==> config.mk <==
export PLATFORM = sky130hd
export DESIGN_NAME = avl_req_queue
export DESIGN_NICKNAME = d
export VERILOG_FILES = /design/src/rtl/avl_req_queue.sv
export SDC_FILE = /design/constraint.sdc
export NUM_CORES = 1
export LEC_CHECK = 0
export CORE_AREA = 10 10 447 449
export CTS_BUF_LIST = sky130_fd_sc_hd__clkbuf_4
export DETAILED_ROUTE_END_ITERATION = 7
export DIE_AREA = 0 0 457 459
export PLACE_DENSITY = 0.56
export RECOVER_POWER = 25
export SETUP_SLACK_MARGIN = 0.4
export SYNTH_ARGS = -nofsm -noshare
export SYNTH_HDL_FRONTEND = slang
export SYNTH_SLANG_ARGS = --single-unit
==> constraint.sdc <==
create_clock -name clk -period 17.02 [get_ports clk]
set_input_delay 4.255 -clock clk [delete_from_list [all_inputs] [get_ports clk]]
set_output_delay 4.255 -clock clk [all_outputs]
set_load 0.02 [all_outputs]
==> src/rtl/avl_req_queue.sv <==
// avl_req_queue: request FIFO + Avalon issue stage with read throttling and registered read return; optional stats via AVL_REQ_QUEUE_STATS_EN
module avl_req_queue #(
  parameter int ADDR_WIDTH = 32,
  parameter int LINE_WIDTH = 256,
  parameter int DEPTH      = 4,
  parameter int MAX_RD     = 4
) (
  input  logic                          clk,
  input  logic                          reset_n,
  input  logic                          req_valid,
  output logic                          req_ready,
  input  logic                          req_rw,
  input  logic [ADDR_WIDTH-1:0]         req_addr,
  input  logic [LINE_WIDTH-1:0]         req_wdata,
  input  logic [LINE_WIDTH/8-1:0]       req_be,
  input  logic                          avl_ready,
  output logic [ADDR_WIDTH-1:0]         avl_addr,
  output logic [LINE_WIDTH-1:0]         avl_wdata,
  output logic [LINE_WIDTH/8-1:0]       avl_be,
  output logic [2:0]                    avl_size,
  output logic                          avl_write_req,
  output logic                          avl_read_req,
  output logic                          avl_burstbegin,
  input  logic [LINE_WIDTH-1:0]         avl_rdata,
  input  logic                          avl_rdata_valid,
  output logic                          rsp_valid,
  output logic [LINE_WIDTH-1:0]         rsp_data,
  output logic [$clog2(MAX_RD+1)-1:0]   rd_outstanding,
  output logic                          idle,
`ifdef AVL_REQ_QUEUE_STATS_EN
  output logic [31:0]                   stat_rd,
  output logic [31:0]                   stat_wr,
  output logic [31:0]                   stat_stall,
`endif
  output logic                          err
);
  localparam int CW = $clog2(DEPTH + 1);
  localparam int PW = $clog2(DEPTH);
  localparam int RW = $clog2(MAX_RD + 1);
  localparam logic [1:0] S_EMPTY    = 2'd0;
  localparam logic [1:0] S_THROTTLE = 2'd1;
  localparam logic [1:0] S_ISSUE    = 2'd2;
  logic                    q_rw   [DEPTH];
  logic [ADDR_WIDTH-1:0]   q_addr [DEPTH];
  logic [LINE_WIDTH-1:0]   q_wdata[DEPTH];
  logic [LINE_WIDTH/8-1:0] q_be   [DEPTH];
  logic [PW-1:0] wr_ptr, rd_ptr;
  logic [CW-1:0] count;
  logic [1:0]    state;
  logic          head_rw, push, pop, rd_inc, rd_dec;
  // decode issue state from the FIFO head and the outstanding-read count
  always_comb begin
    head_rw = q_rw[rd_ptr];
    state   = (count == '0) ? S_EMPTY :
              (!head_rw && rd_outstanding == RW'(MAX_RD)) ? S_THROTTLE : S_ISSUE;
    req_ready      = count != CW'(DEPTH);
    push           = req_valid && req_ready;
    pop            = state == S_ISSUE && avl_ready;
    rd_inc         = pop && !head_rw;
    rd_dec         = avl_rdata_valid && rd_outstanding != '0;
    avl_write_req  = state == S_ISSUE && head_rw;
    avl_read_req   = state == S_ISSUE && !head_rw;
    avl_burstbegin = state == S_ISSUE;
    avl_addr       = q_addr[rd_ptr];
    avl_wdata      = q_wdata[rd_ptr];
    avl_be         = q_be[rd_ptr];
    avl_size       = 3'd1;
    idle           = count == '0 && rd_outstanding == '0;
  end
  // FIFO storage needs no reset; validity is tracked by count
  always_ff @(posedge clk) begin
    if (push) begin
      q_rw[wr_ptr]    <= req_rw;
      q_addr[wr_ptr]  <= req_addr;
      q_wdata[wr_ptr] <= req_wdata;
      q_be[wr_ptr]    <= req_be;
    end
  end
  // pointers, occupancy, outstanding reads, response register and sticky error
  always_ff @(posedge clk or negedge reset_n) begin
    if (!reset_n) begin
      wr_ptr         <= '0;
      rd_ptr         <= '0;
      count          <= '0;
      rd_outstanding <= '0;
      rsp_valid      <= 1'b0;
      rsp_data       <= '0;
      err            <= 1'b0;
    end else begin
      if (push) wr_ptr <= wr_ptr + PW'(1);
      if (pop) rd_ptr <= rd_ptr + PW'(1);
      if (push && !pop) count <= count + CW'(1);
      else if (pop && !push) count <= count - CW'(1);
      if (rd_inc && !rd_dec) rd_outstanding <= rd_outstanding + RW'(1);
      else if (rd_dec && !rd_inc) rd_outstanding <= rd_outstanding - RW'(1);
      rsp_valid <= avl_rdata_valid;
      if (avl_rdata_valid) rsp_data <= avl_rdata;
      if (avl_rdata_valid && rd_outstanding == '0) err <= 1'b1;
    end
  end
`ifdef AVL_REQ_QUEUE_STATS_EN
  // saturating issue and stall counters
  always_ff @(posedge clk or negedge reset_n) begin
    if (!reset_n) begin
      stat_rd    <= '0;
      stat_wr    <= '0;
      stat_stall <= '0;
    end else begin
      if (rd_inc && stat_rd != '1) stat_rd <= stat_rd + 32'd1;
      if (pop && head_rw && stat_wr != '1) stat_wr <= stat_wr + 32'd1;
      if (state == S_ISSUE && !avl_ready && stat_stall != '1) stat_stall <= stat_stall + 32'd1;
    end
  end
`endif
endmodule

# --- Word-level counts from Yosys, hierarchy flattened ---
# Memories as Yosys holds them, arrays and structs flattened.
# Cells that the tools add are included.
classes:
  add_sub_neg: 6
  mul: 0
  n_div: 0
  order_cmp: 0
  n_eq_ne: 3
  n_shift: 0
  n_mux: 8
  bitwise_logic: 0
  n_reduce_logical: 23
ops:
  columns: ["operator", "count"]
  rows:
  - ["$logic_and A1 B1 Y1", 13]
  - ["$mux W3", 4]
  - ["$add A3 B1 Y3 const B", 2]
  - ["$logic_not A3 Y1", 2]
  - ["$sub A3 B1 Y3 const B", 2]
  - ["$logic_not A1 Y1", 5]
  - ["$add A2 B1 Y2 const B", 2]
  - ["$mux W2", 2]
  - ["$reduce_bool A2 Y1", 2]
  - ["$eq A3 B3 Y1 const B", 1]
  - ["$ne A3 B3 Y1 const B", 1]
  - ["$reduce_bool A3 Y1", 1]
  - ["$eq A2 B2 Y1 const B", 1]
  - ["$mux W1", 2]
totals:
  reg_bits: 268
  latch_bits: 0
  ramBits: 1284
  rom_bits: 0
  inputBits: 582
  out_inout_bits: 589
  wordCells: 51
  n_memories: 4
mem_list:
  columns: ["name", "depth", "word_bits", "rd", "rd_clocked_by_memory_dff", "wr", "line_no", "rtl"]
  rows:
  - ["q_wdata", 4, 256, 1, 0, 1, "45", "logic [LINE_WIDTH-1:0] q_wdata[DEPTH];"]
  - ["q_addr", 4, 32, 1, 0, 1, "44", "logic [ADDR_WIDTH-1:0] q_addr [DEPTH];"]
  - ["q_be", 4, 32, 1, 0, 1, "46", "logic [LINE_WIDTH/8-1:0] q_be [DEPTH];"]
  - ["q_rw", 4, 1, 1, 0, 1, "43", "logic q_rw [DEPTH];"]

# --- Logic depth before layout (Yosys ltp) ---
# Gate-level depths: netlist (run 1).
# An unclocked memory read counts as a cell.
depth:
  ltp_word: 12
  mapped_depth: 10
  ltp_nobuf: 9

# --- Worst setup path before layout (run 1) ---
# No wires, ideal clock.
synth_path:
  path_type: "input port to flip-flop"
  startpoint: "input req_valid"
  endpoint: "memory q_addr[0][0], enable pin"
  setup_time_ps: 724
  arrival_time_ps: 11832
  required_time_ps: 16296
  setup_slack_ps: 4464
  cell_stages: 2
  path_buffers: 0
  path_cell_list: "a21boi_2 and2_1"
synth_via:
  elab_chain_len: 3
synth_lines:
  columns: ["element", "line_no", "rtl"]
  rows:
  - ["start: declaration", "10", "input logic req_valid,"]
  - ["$logic_and A1 B1 Y1", "57", "push = req_valid && req_ready;"]
  - ["$mux W1", "72", "if (push) begin"]
  - ["$mux W1 (implied by the code)", "74", "q_addr[wr_ptr] <= req_addr;"]
  - ["end: declaration", "44", null]
# No other way between the ends.

# --- Final worst setup path (run 1) ---
layout_path:
  startpoint: "register rd_ptr[0]"
  endpoint: "output avl_wdata[94]"
layout_via:
  elab_chain_len: 1
layout_lines:
  columns: ["element", "line_no", "rtl"]
  rows:
  - ["start: declaration", "47", "logic [PW-1:0] wr_ptr, rd_ptr;"]
  - ["start signal: assignment", "91", "if (pop) rd_ptr <= rd_ptr + PW'(1);"]
  - ["$mem_v2 Z4 W256", null, null]
  - ["end: declaration", "18", "output logic [LINE_WIDTH-1:0] avl_wdata,"]
# No other way between the ends.

==> impl_metrics.yaml, run 1 <==
setup_path:
  end_kind: "output pin"
  max_stage_delay_ps: 950
  worst-path-stages: 4
  crit_top_cell: "buf_4"
  crit_path_top_delay_cell: "dfrtp_4"
  path_class: "reg2out"
  r2r_start: "count[0]"
  startpoint: "rd_ptr[0]"
  startpoint_type: "flop"
  crit_path_cell_trace: "buf_4 > buf_4 > mux4_2 > clkdlybuf4s50_1"
  reg2regPathDepth: 6
  worstPathBufferInverterCount: 3
  arrival_ps: 5430
  crit_fanout: 45
  cp_top_family: "buffers and inverters"
  worstPathRequired_ps: 12770
clock_tree:
  clkTransAtPathRegs_ps: 70
  cts-resized-gates: 0
  clock_path_buffers: 4
  h-tree-depth: 5
  cts_sinks: 1552
  postCtsSetupBuffers: 0
  cts_buffers: 421
  clk_latency_ps: 1340
  tritoncts: "built"
  cts_root_buf: "clkbuf_4"
  cts_hold_repair.buffers: 0
synth:
  synth_flop_cell: "edfxtp_1"
  yosysMostFrequentCell: "edfxtp_1"
  synthSimpleGateAreaFrac_pct: 0.206
  synth_commonest_cells: "1284 x edfxtp_1, 321 x mux4_2, 268 x dfrtp_1, 261 x mux2_2, 63 x buf_2"
  synth_top_family_by_area: "multiplexers"
  synthTopCellsByArea: "edfxtp_1 68%, mux4_2 13%, dfrtp_1 12%"
  syn_avg_cell_area_um2: 24.7
  synth_edf_count: 1284
  synth.top_cell.area_share_pct: 68.2
  ys_seq_area_share_pct: 80.0
  synth_fa_ha_area_share_pct: 0.204
  muxShareOfSynthArea_pct: 18.0
  yosysTopAreaCell: "edfxtp_1"
  postSynth.asyncResetShare_pct: 17.3
  syn_inst: 2289
  synthesis.area_um2: 56500
  synth_compound_area_share_pct: 0.0929
  synth-seq-cells: 1552
  synth_cell_types: 31
  synth-xor-area-share_pct: 0.124
  yosys_warnings: 0
worst_hold_path:
  holdCritStartpoint: "err"
  min_path_cells: 1
  min_path_type: "reg2reg"
place:
  place_congestion: 0.839
  dpl-instance-area_um2: 71000
  dp_hpwl_um: 146000
  numPortBuffers: 1167
timing:
  max_slew_margin_pct: -277
  worstMarginPinSlew_ps: 5650
  setup_viol: 0
  period_share_pct: 56.9
  hold_violations: 0
  slew_violations: 101
  fin_crit_ps: 9680
  tns_ps: 0
  fin_skew_ps: 80.4
  rsz0062_at_grt: "false"
  fmax_mhz: 103
cells_and_area:
  nets: 4407
  syn2layout_area_growth_pct: 34.6
  finalCoreUtilization_pct: 39.8
  drive_above_1_share_pct: 30.8
  fin_area_um2: 76100
die:
  die_x_um: 457
  start_util_pct: 29.6
  die_y_um: 459
  num_rows: 161
  ios: 1171
  coreArea_um2: 191000
  design.die.area_um2: 210000
flow_run:
  maxCapViolCount: 1
drt:
  drt-initial-drc-count: 2108
  vias: 31000
  routedWlPerCell_um: 29.8
  dr.pass1.iters: 5
  remaining_drc_errors: 0
  via_per_inst: 4.64
  wirelength_um: 199000
  drtAntennaViolNets: 0
grt:
  grt-ovfl-total: 0
  grt_pass1_wl_um: 268000
  grt_use_total_pct: 18.3
  grt_max_degree: 101
  antenna_found_initial: 169
  grt_pass1_vias: 32500
power_and_ir_drop:
  leakagePower_nw: 26.0
  cellPowerDensity_nw_per_um2: 167
  irDropWorstVdd_mv: 0.0749
run_status:
  violations: "capacitance limit, slew limit"
  status: "complete, but fails checks"
[placed cells by master (no fill, tap or decap), drive strengths merged, types with 3 or more instances in the layout]
cell type      Yosys  routed
mux4             321     321
clkinv             0      76
dlygate4sd3        0     227
xnor2              4       4
clkdlybuf4s50      0     938
ha                 6       6
conb               2       3
diode              0      64
edfxtp          1284    1284
dfrtp            268     268
nor2               6       6
buf              100      43
xor2               4       4
inv                6      12
clkbuf             5     609
mux2             261     261
and2               4       4
[stage by stage]
stage                     setup slack (ps)  hold WS (ps)  instances  power (mW)
after floorplan                       4460           534       2290        7.75
after global placement                8450           478       5920        9.75
after detailed placement              8450           469       5920        9.78
after CTS                             6890           488       6612        13.0
after global routing                  6700           517       6629        13.3
final                                 7340           481       6676        12.7
[where the power goes]
| part | internal (mW) | switching (mW) |
|---|---|---|
| Sequential | 4.89 | 0.237 |
| Clock | 1.64 | 1.49 |
| Combinational | 1.97 | 2.47 |
[worst paths after layout]
check,end,slack [ps]
worst min register to register,err,480
worst max-delay path,avl_wdata[94],7340
worst min-delay path,err,480
max in group asynchronous,rd_outstanding[2],8300
min in group asynchronous,rsp_data[253],5020
worst max register to register,q_wdata[0][69],12890
[kinds of logic after synthesis]
kind of cell	Yosys count
adder cells (fa/ha/maj)	8
multiplexers	582
flip-flops	1552
XOR/XNOR	8
AO/OA/AOI/OAI	7
buffers and inverters	111
other	2
AND/OR/NAND/NOR	19
[routing by layer]
layer	wire [um]	track usage [%]	vias to the layer above	share of wire (%)
li1	-	-	13000	-
met1	63500	17.7	15900	32
met2	103000	32.7	1533	52
met3	19500	7.99	542	9.8
met4	12600	10.3	98	6.3
met5	609	0	-	0.31
[worst reg2reg max path, stage by stage (launching register included)]
cell,delay (ps)
dfrtp_1,490
nor2_1,130
a21boi_2,360
and2_4,240
buf_4,650
buf_4,940
buf_4,820
[layout make-up]
cell class              count  area, um2
diodes                     64        160
repair buffers           1209      12000
flip-flops and latches   1552      45300
fillers                 17600     115000
multi-input cells         627      10500
inverters                   6       22.5
clock buffers             608       4560
clock inverters            84        379
well taps                2526       3160
[flip-flops by register name, indices dropped and copies added, names as in the netlist]
signal	flops
q_be	128
err	1
q_rw	4
rd_ptr	2
rsp_data	256
count	3
q_wdata	1024
rd_outstanding	3
rsp_valid	1
q_addr	128
wr_ptr	2
Power figures use the tool's default switching activity.
==> run 2: changes to the inputs <==
--- a/config.mk
+++ b/config.mk
@@ -9,7 +9,7 @@
 export CTS_BUF_LIST = sky130_fd_sc_hd__clkbuf_4
 export DETAILED_ROUTE_END_ITERATION = 7
 export DIE_AREA = 0 0 457 459
-export PLACE_DENSITY = 0.56
+export PLACE_DENSITY = 0.58
 export RECOVER_POWER = 25
 export SETUP_SLACK_MARGIN = 0.4
 export SYNTH_ARGS = -nofsm -noshare
==> constraint.sdc (replaced) <==
create_clock -name clk -period 7.8 [get_ports clk]
set_input_delay 1.95 -clock clk [delete_from_list [all_inputs] [get_ports clk]]
set_output_delay 1.95 -clock clk [all_outputs]
set_load 0.02 [all_outputs]
==> run 2 against run 1 <==
The flow now finishes without violations. First-iteration DRC count up 12%. Core utilization up 0.33 points. Register-to-register slack worse by 8500 ps. Sequential share of layout area down 0.48 points. Global-route usage down 0.15 points. Clock skew up 34 ps. Sequential power up 120%. Power up 120%. Hold slack better by 14 ps. Routed wire length down 1.2%. Flip-flop and latch count unchanged. Non-clock buffer count up 6. Highest routed layer unchanged.
==> impl_metrics.yaml, run 2 (synthesis gave the netlist of run 1 again) <==
timing:
  hold_violations: 0
  fin_crit_ps: 6110
  fmax_mhz: 164
  rsz0062_at_grt: "false"
  worstMarginPinSlew_ps: 924
  max_slew_margin_pct: 38.4
  tns_ps: 0
  slew_violations: 0
  fin_skew_ps: 114
  period_share_pct: 78.3
  setup_viol: 0
die:
  design.die.area_um2: 210000
  num_rows: 161
  die_y_um: 459
  die_x_um: 457
  ios: 1171
  coreArea_um2: 191000
  start_util_pct: 29.6
setup_path:
  reg2regPathDepth: 9
  r2r_slack_ps: 4430
  worstPathRequired_ps: 5850
  crit_fanout: 33
  path_class: "reg2out"
  startpoint_type: "flop"
  end_kind: "output pin"
  arrival_ps: 4160
power_and_ir_drop:
  seqPwrFrac_pct: 39.7
  leakagePower_nw: 26.3
  pwr-share-comb_pct: 34.9
  cellPowerDensity_nw_per_um2: 365
  power.internal_mw: 18.9
  p_sw_mw: 9.15
  p_sw_share_pct: 32.7
  clockPowerShare_pct: 25.4
  p_total_mw: 28.0
  irDropWorstVdd_mv: 0.200
cells_and_area:
  syn2layout_area_growth_pct: 35.7
  finalCoreUtilization_pct: 40.1
  reg_top3: "q_wdata: 1024 flops, rsp_data: 256 flops"
  drive_above_1_share_pct: 31.2
  layout_commonest_cell: "edfxtp_1"
  final_cells: 6713
  largest_reg_flops: 1024
  fill_cells: 17400
  layout_common_cells: "1284 x edfxtp_1, 937 x clkdlybuf4s50_1, 615 x clkbuf_4"
  top_register: "q_wdata"
  fin_area_um2: 76700
  nets: 4415
drt:
  wl_met3_um: 19900
  routedWlPerCell_um: 29.3
  dr.pass1.iters: 5
  drt-initial-drc-count: 2361
  wirelength_um: 197000
  remaining_drc_errors: 0
  drtAntennaViolNets: 0
  top_layer_used: "met5"
  dr_wl_met2_um: 103000
  via_per_inst: 4.63
  wl_met1_um: 63000
  vias: 31100
clock_tree:
  clkTransAtPathRegs_ps: 60
  clk_latency_ps: 1390
  cts-resized-gates: 0
  cts_root_buf: "clkbuf_4"
  cts_hold_repair.buffers: 0
  cts_buffers: 423
  cts_sinks: 1552
  postCtsSetupBuffers: 0
  h-tree-depth: 5
  clock_path_buffers: 4
  tritoncts: "built"
worst_hold_path:
  min_path_cells: 1
  min_path_type: "reg2reg"
place:
  numPortBuffers: 1167
  dpl-instance-area_um2: 71300
  place_congestion: 0.818
  dp_hpwl_um: 145000
  dp.cells: 5926
grt:
  grt_max_degree: 127
  grt-ovfl-total: 0
  grt_pass1_vias: 32500
  grt_use_total_pct: 18.2
  grt_pass1_wl_um: 266000
  antenna_found_initial: 163
run_status:
  status: "finished clean"
flow_run:
  maxCapViolCount: 0
## run 2: path summary, 6_finish.rpt
kind,startpoint,end
setup / recovery,rd_ptr[0],avl_wdata[196]
hold / removal,err,err
setup reg to reg,rd_ptr[0],rd_outstanding[2]
hold reg to reg,err,err
max in group asynchronous,reset_n,rsp_data[8]
min in group asynchronous,reset_n,rsp_data[141]
## run 2: metal layers
| layer | up-vias | track usage (%) |
|---|---|---|
| li1 | 13000 | - |
| met1 | 15900 | 17.8 |
| met2 | 1580 | 32.6 |
| met3 | 490 | 8.05 |
| met4 | 76 | 8.79 |
| met5 | - | 0 |
## run 2: per-stage QoR
step / hold slack, ps / setup WS, ps
after floorplan: 534 / 1160
after global placement: 475 / 2890
after detailed placement: 480 / 2880
after CTS: 388 / 1290
after global routing: 473 / 1280
final: 495 / 1690
## run 2: power by group through the flow
| stage | combinational, mW | clock, mW | sequential (mW) |
|---|---|---|---|
| floorplan | 5.16 | 0 | 11.5 |
| global placement | 10.1 | 0 | 11.2 |
| detailed placement | 10.1 | 0 | 11.3 |
| CTS | 10.1 | 7.40 | 11.1 |
| global route | 10.3 | 7.87 | 11.2 |
| finish | 9.78 | 7.11 | 11.1 |
## run 2: cell type report
| type | count | area, um2 | area share (%) |
|---|---|---|---|
| Tap cell | 2526 | 3160 | 4.12 |
| Multi-Input combinational cell | 627 | 10500 | 13.7 |
| Clock inverter | 100 | 587 | 0.765 |
| Inverter | 6 | 22.5 | 0.0294 |
| Antenna cell | 72 | 180 | 0.235 |
| Sequential cell | 1552 | 45300 | 59.0 |
| Timing Repair Buffer | 1215 | 12300 | 16.1 |
| Clock buffer | 615 | 4620 | 6.02 |
## run 2: worst max-delay path: stages, from the launching register on
cell	delay (ps)
dfrtp_4	980
buf_4	640
mux4_2	600
clkdlybuf4s50_1	570
==> run 3: changes to the inputs <==
==> constraint.sdc (replaced) <==
create_clock -name clk -period 5.11 [get_ports clk]
set_input_delay 1.2775 -clock clk [delete_from_list [all_inputs] [get_ports clk]]
set_output_delay 1.2775 -clock clk [all_outputs]
set_load 0.02 [all_outputs]
==> run 3 against run 2 <==
Routed wire length increased by 2.3%. Final cell count increased by 1.4%. Cell area increased by 1.4%. Critical path type unchanged. Non-clock buffer count increased by 82. Flip-flop and latch count unchanged. Critical path depth increased by 1. Clock skew decreased by 24 ps. Core utilization increased by 0.56 points. Combinational power increased by 55%. Power increased by 53%. Sequential power increased by 51%. First-iteration DRC count decreased by 7.2%.
==> impl_metrics.yaml, run 3 (synthesis gave the netlist of run 1 again) <==
clock_tree:
  cts_buffers: 423
  clkTransAtPathRegs_ps: 60
  cts_sinks: 1552
  cts_root_buf: "clkbuf_4"
  tritoncts: "built"
  h-tree-depth: 5
  clock_path_buffers: 4
  clk_latency_ps: 1290
timing:
  tns_ps: 0
  setup_viol: 0
  fin_crit_ps: 4560
  rsz0062_at_grt: "true"
  worstMarginPinSlew_ps: 1100
  worst_slack_ps: 546
  max_slew_margin_pct: 26.9
  hold_violations: 0
  fmax_mhz: 219
  slew_violations: 0
  fin_skew_ps: 90.9
  period_share_pct: 89.3
cells_and_area:
  top_register: "q_wdata"
  drive_above_1_share_pct: 34.0
  layout_commonest_cell: "edfxtp_1"
  layout_common_cells: "1284 x edfxtp_1, 637 x clkbuf_4, 594 x clkdlybuf4s50_1"
  finalCoreUtilization_pct: 40.7
  largest_reg_flops: 1024
  reg_top3: "q_wdata: 1024 flops, rsp_data: 256 flops"
  syn2layout_area_growth_pct: 37.6
  nets: 4497
power_and_ir_drop:
  seqPwrFrac_pct: 39.3
  cellPowerDensity_nw_per_um2: 550
  power.internal_mw: 28.5
  p_sw_share_pct: 33.4
  clockPowerShare_pct: 25.3
  leakagePower_nw: 27.9
  pwr-share-comb_pct: 35.5
  irDropWorstVdd_mv: 0.220
  p_sw_mw: 14.3
setup_path:
  arrival_ps: 3290
  worstPathRequired_ps: 3830
  startpoint_type: "flop"
  crit_path_top_delay_cell: "mux4_2"
  path_class: "reg2out"
  max_stage_delay_ps: 570
  end_kind: "output pin"
  crit_fanout: 15
  crit_path_cell_trace: "buf_12 > buf_16 > mux4_2 > clkdlybuf4s50_1"
grt:
  grt-ovfl-total: 0
  grt_use_total_pct: 18.5
  grt_max_degree: 108
  antenna_found_initial: 167
  grt_pass1_wl_um: 271000
  grt_pass1_vias: 33000
drt:
  dr.pass1.iters: 7
  drt-initial-drc-count: 2192
  wirelength_um: 201000
  remaining_drc_errors: 0
  wl_met1_um: 65400
  drtAntennaViolNets: 0
  routedWlPerCell_um: 29.6
  wl_met3_um: 19700
  via_per_inst: 4.63
  vias: 31500
  top_layer_used: "met5"
  dr_wl_met2_um: 105000
die:
  design.die.area_um2: 210000
  ios: 1171
  start_util_pct: 29.6
  die_y_um: 459
  num_rows: 161
  die_x_um: 457
  coreArea_um2: 191000
place:
  place_congestion: 0.837
  dp_hpwl_um: 148000
  numPortBuffers: 1167
  dp_slack_ps: 1180
flow_run:
  maxCapViolCount: 0
worst_hold_path:
  min_path_type: "in2reg"
run_status:
  status: "finished clean"
==> run 3: cell count changes in the layout (fill, tap and decap cells not counted), moves of 21 or more <==
cell and delta:
buf_4 +39, clkbuf_2 +30, clkbuf_4 +22, clkdlybuf4s50_1 -343
dlygate4sd2_1 +203, dlygate4sd3_1 +21, dlymetal6s2s_1 +68
==> run 3: through the flow <==
stage	instances	instance area (um2)	hold WS, ps	power (mW)
6_report	6807	77800	460	42.8
5_1_grt	6752	77700	310	44.9
4_1_cts	6712	77300	210	43.6
3_5_place_dp	5964	71900	495	33.0
3_3_place_gp	5964	71900	474	32.9
2_1_floorplan	2290	56600	534	25.4
==> run 3: area by class of cell <==
cell class | instances | area (um2)
fillers | 17300 | 113000
flip-flops and latches | 1552 | 45300
repair buffers | 1297 | 13400
multi-input cells | 627 | 10500
clock buffers | 637 | 4780
well taps | 2526 | 3160
clock inverters | 85 | 432
diodes | 77 | 193
inverters | 6 | 22.5
==> run 3: routing by layer <==
metal,track usage [%],vias to the layer above
li1,-,13200
met1,18.3,16100
met2,33.1,1595
met3,8.20,537
met4,8.89,94
met5,0,-
==> run 3: timing repair <==
item / CTS / global route
buffers inserted: 19 / 14
pin swaps: 0 / 0
setup endpoints to repair: 324 / 146
gates cloned: 6 / 4
hold buffers: 1 / 0
gates resized for setup: 319 / 143
hold endpoints to repair: 97 / 0
==> run 3: path summary, 6_finish.rpt <==
kind                                       from                end  slack, ps  cells past startpoint
min in group asynchronous               reset_n      rsp_data[141]        500                      2
max in group asynchronous               reset_n      rsp_data[236]       3390                      3
worst min register to register    rsp_data[182]      rsp_data[182]        500                      1
worst max-delay path                  rd_ptr[0]       avl_wdata[3]        550                      4
worst min-delay path            avl_rdata_valid       rsp_data[22]        460                      2
worst max register to register        rd_ptr[0]  rd_outstanding[2]       1990                     11
==> run 3: power by group through the flow <==
| stage | Combinational [mW] | Sequential [mW] | Clock (mW) |
|---|---|---|---|
| detailed placement | 15.8 | 17.2 | 0 |
| CTS | 15.5 | 16.8 | 11.2 |
| global placement | 15.8 | 17.1 | 0 |
| floorplan | 7.88 | 17.5 | 0 |
| finish | 15.2 | 16.8 | 10.8 |
| global route | 16.0 | 17.0 | 12.0 |
==> run 3: worst max-delay path: cells and delay by family, from the launching register on <==
family	cells	cell delay, ps
multiplexers	1	570
flip-flops	1	470
buffers and inverters	3	940
==> edit: new RTL, settings of run 1 <==
Put one more register stage on the output `err`. The value now appears one clock later. The other outputs are not delayed to match.
--- a/src/rtl/avl_req_queue.sv
+++ b/src/rtl/avl_req_queue.sv
@@ -40,6 +40,8 @@
   localparam logic [1:0] S_EMPTY    = 2'd0;
   localparam logic [1:0] S_THROTTLE = 2'd1;
   localparam logic [1:0] S_ISSUE    = 2'd2;
+
+  logic err_s0;
   logic                    q_rw   [DEPTH];
   logic [ADDR_WIDTH-1:0]   q_addr [DEPTH];
   logic [LINE_WIDTH-1:0]   q_wdata[DEPTH];
@@ -85,7 +87,7 @@
       rd_outstanding <= '0;
       rsp_valid      <= 1'b0;
       rsp_data       <= '0;
-      err            <= 1'b0;
+      err_s0         <= 1'b0;
     end else begin
       if (push) wr_ptr <= wr_ptr + PW'(1);
       if (pop) rd_ptr <= rd_ptr + PW'(1);
@@ -95,7 +97,7 @@
       else if (rd_dec && !rd_inc) rd_outstanding <= rd_outstanding - RW'(1);
       rsp_valid <= avl_rdata_valid;
       if (avl_rdata_valid) rsp_data <= avl_rdata;
-      if (avl_rdata_valid && rd_outstanding == '0) err <= 1'b1;
+      if (avl_rdata_valid && rd_outstanding == '0) err_s0 <= 1'b1;
     end
   end
 `ifdef AVL_REQ_QUEUE_STATS_EN
@@ -112,5 +114,9 @@
     end
   end
 `endif
+  always_ff @(posedge clk) begin
+    err <= err_s0;
+  end
+
 endmodule
 
Formal check against the unedited RTL: not equivalent (Yosys sat finds a counterexample within 4 cycles, from zero or initial values and one cycle with reset_n low).
==> edit against run 1 <==
- the flow still finishes with violations (max-capacitance violations, max-slew violations)
- cell area is 0.22% higher
- area after synthesis hardly changed
- setup slack better by 0.19 ns
- power is 0.71% higher
- register-to-register slack worse by 0.30 ns
- critical path type unchanged
- sequential cell count is 1 higher
- wire length is 2.8% higher
==> edit: results (changes against run 1) <==
status: "finished, violations left"
violations: "max-capacitance violations, max-slew violations"
firstDrtPassIters: 7  # +2
cts_buffers: 424  # +0.71%
drive_above_1_share: 0.310  # +0.00144
synth_warnings: 0  # unchanged
finalMaxSlewViolations: 91  # -9.9%
cts.reportedPaths.clkPinSlew_ns: 0.08
place.gp.congestion: 0.861  # +2.6%
grt_start_max_net_pins: 121  # +20%
post_cts_buffers: 0  # unchanged
grt.total_usage: 0.189  # +0.00567
viasPerCell: 4.68  # +0.80%
critPathMaxFanout: 37  # -18%
p_leak_nw: 26.1  # +0.25%
synth_common_cells: "edfxtp_1 (1284), mux4_2 (321), dfrtp_1 (268), mux2_2 (261), buf_2 (63)"
clockBufferDepth: 4  # unchanged
cts_resized: 0  # unchanged
dpl.hpwl_um: 151000  # +3.4%
cts-root-buf: "clkbuf_4"
synth_seq_area_share: 0.801  # about the same
wl_um: 205000  # +2.8%
antenna_found_initial: 182  # +7.7%
synth.area.top_cells: "edfxtp_1 (68%), mux4_2 (13%), dfrtp_1 (12%)"
min_path_type: "reg -> reg"
reg.largest.list: "q_wdata x1024, rsp_data x256"
synthArstFlopShare: 0.173  # about the same
ys_types: 32  # +3.2%
drt_iter0_markers: 2131  # +1.1%
tightest_slew_ns: 5.03  # -0.617 ns
synth_edf_count: 1284  # unchanged
r2r_slack_ns: 12.59  # -0.30 ns
arrival_ns: 5.24  # -0.19 ns
clkLatencyLatePin_ns: 1.32  # -0.02 ns
grt_pass1_wl_um: 275000  # +2.6%
fillCellCount: 17528  # -0.16%
fin_nets: 4408  # +0.023%
skew_ns: 0.106  # +0.0259 ns
ir_worst_vdd_mv: 0.105  # +40%
htree_num_levels: 5  # unchanged
grt_pass1_vias: 33028  # +1.5%
port_buffers: 1167  # unchanged
cap_violations: 1  # unchanged
[edit: area by class of cell]
class,count,area share
flip-flops and latches,1553,0.594
repair buffers,1206,0.158
multi-input cells,627,0.138
clock buffers,612,0.0602
well taps,2526,0.0414
clock inverters,92,0.00600
diodes,67,0.00220
inverters,6,0.000295
[edit: per-stage QoR]
| step | power [mW] | cells | setup slack, ns | hold WS (ns) | instance area (sq um) |
|---|---|---|---|---|---|
| 3_5_place_dp | 9.82 | 5918 | 8.26 | 0.357 | 71100 |
| 2_1_floorplan | 7.76 | 2291 | 4.46 | 0.342 | 56600 |
| 4_1_cts | 13.1 | 6622 | 6.96 | 0.382 | 76100 |
| 5_1_grt | 13.4 | 6639 | 6.85 | 0.400 | 76100 |
| 6_report | 12.8 | 6689 | 7.53 | 0.380 | 76300 |
| 3_3_place_gp | 9.80 | 5918 | 8.25 | 0.358 | 71100 |
[edit: kinds of logic after synthesis]
group | share of synthesized area
xor gates and xnor gates | 0.00124
other | 0.000133
and+or+nand+nor | 0.00206
adders and majority gates | 0.00204
DFF | 0.801
muxes | 0.180
AOI/OAI and AO/OA | 0.000929
buffers and inverters | 0.0133
[edit: critical path: stages, from the launching register on]
cell	delay, ns
dfrtp_4	0.94
buf_4	0.78
buf_4	0.76
mux4_2	0.67
clkdlybuf4s50_1	0.64
[edit: worst paths after layout]
check                                  end       from  cells past startpoint
min in group asynchronous     rsp_data[78]    reset_n                      1
hold / removal                         err     err_s0                      0
setup / recovery                avl_be[10]  rd_ptr[0]                      4
max in group asynchronous     rsp_data[99]    reset_n                      3
hold reg to reg                        err     err_s0                      0
setup reg to reg           q_wdata[0][163]   count[0]                      6
[edit: routing by layer]
metal,up-vias,wire length (um),track usage,share of wire
li1,12974,-,-,-
met1,16069,64300,0.183,0.31
met2,1603,105000,0.333,0.51
met3,568,20500,0.0804,0.10
met4,90,14000,0.114,0.068
met5,-,577,0,0.0028
[edit: power breakdown]
part / switching [mW] / internal (mW) / total (mW) / leakage [nW]
Clock: 1.52 / 1.67 / 3.19 / 3.05
Combinational: 2.50 / 1.97 / 4.46 / 8.14
Sequential: 0.242 / 4.89 / 5.13 / 14.9
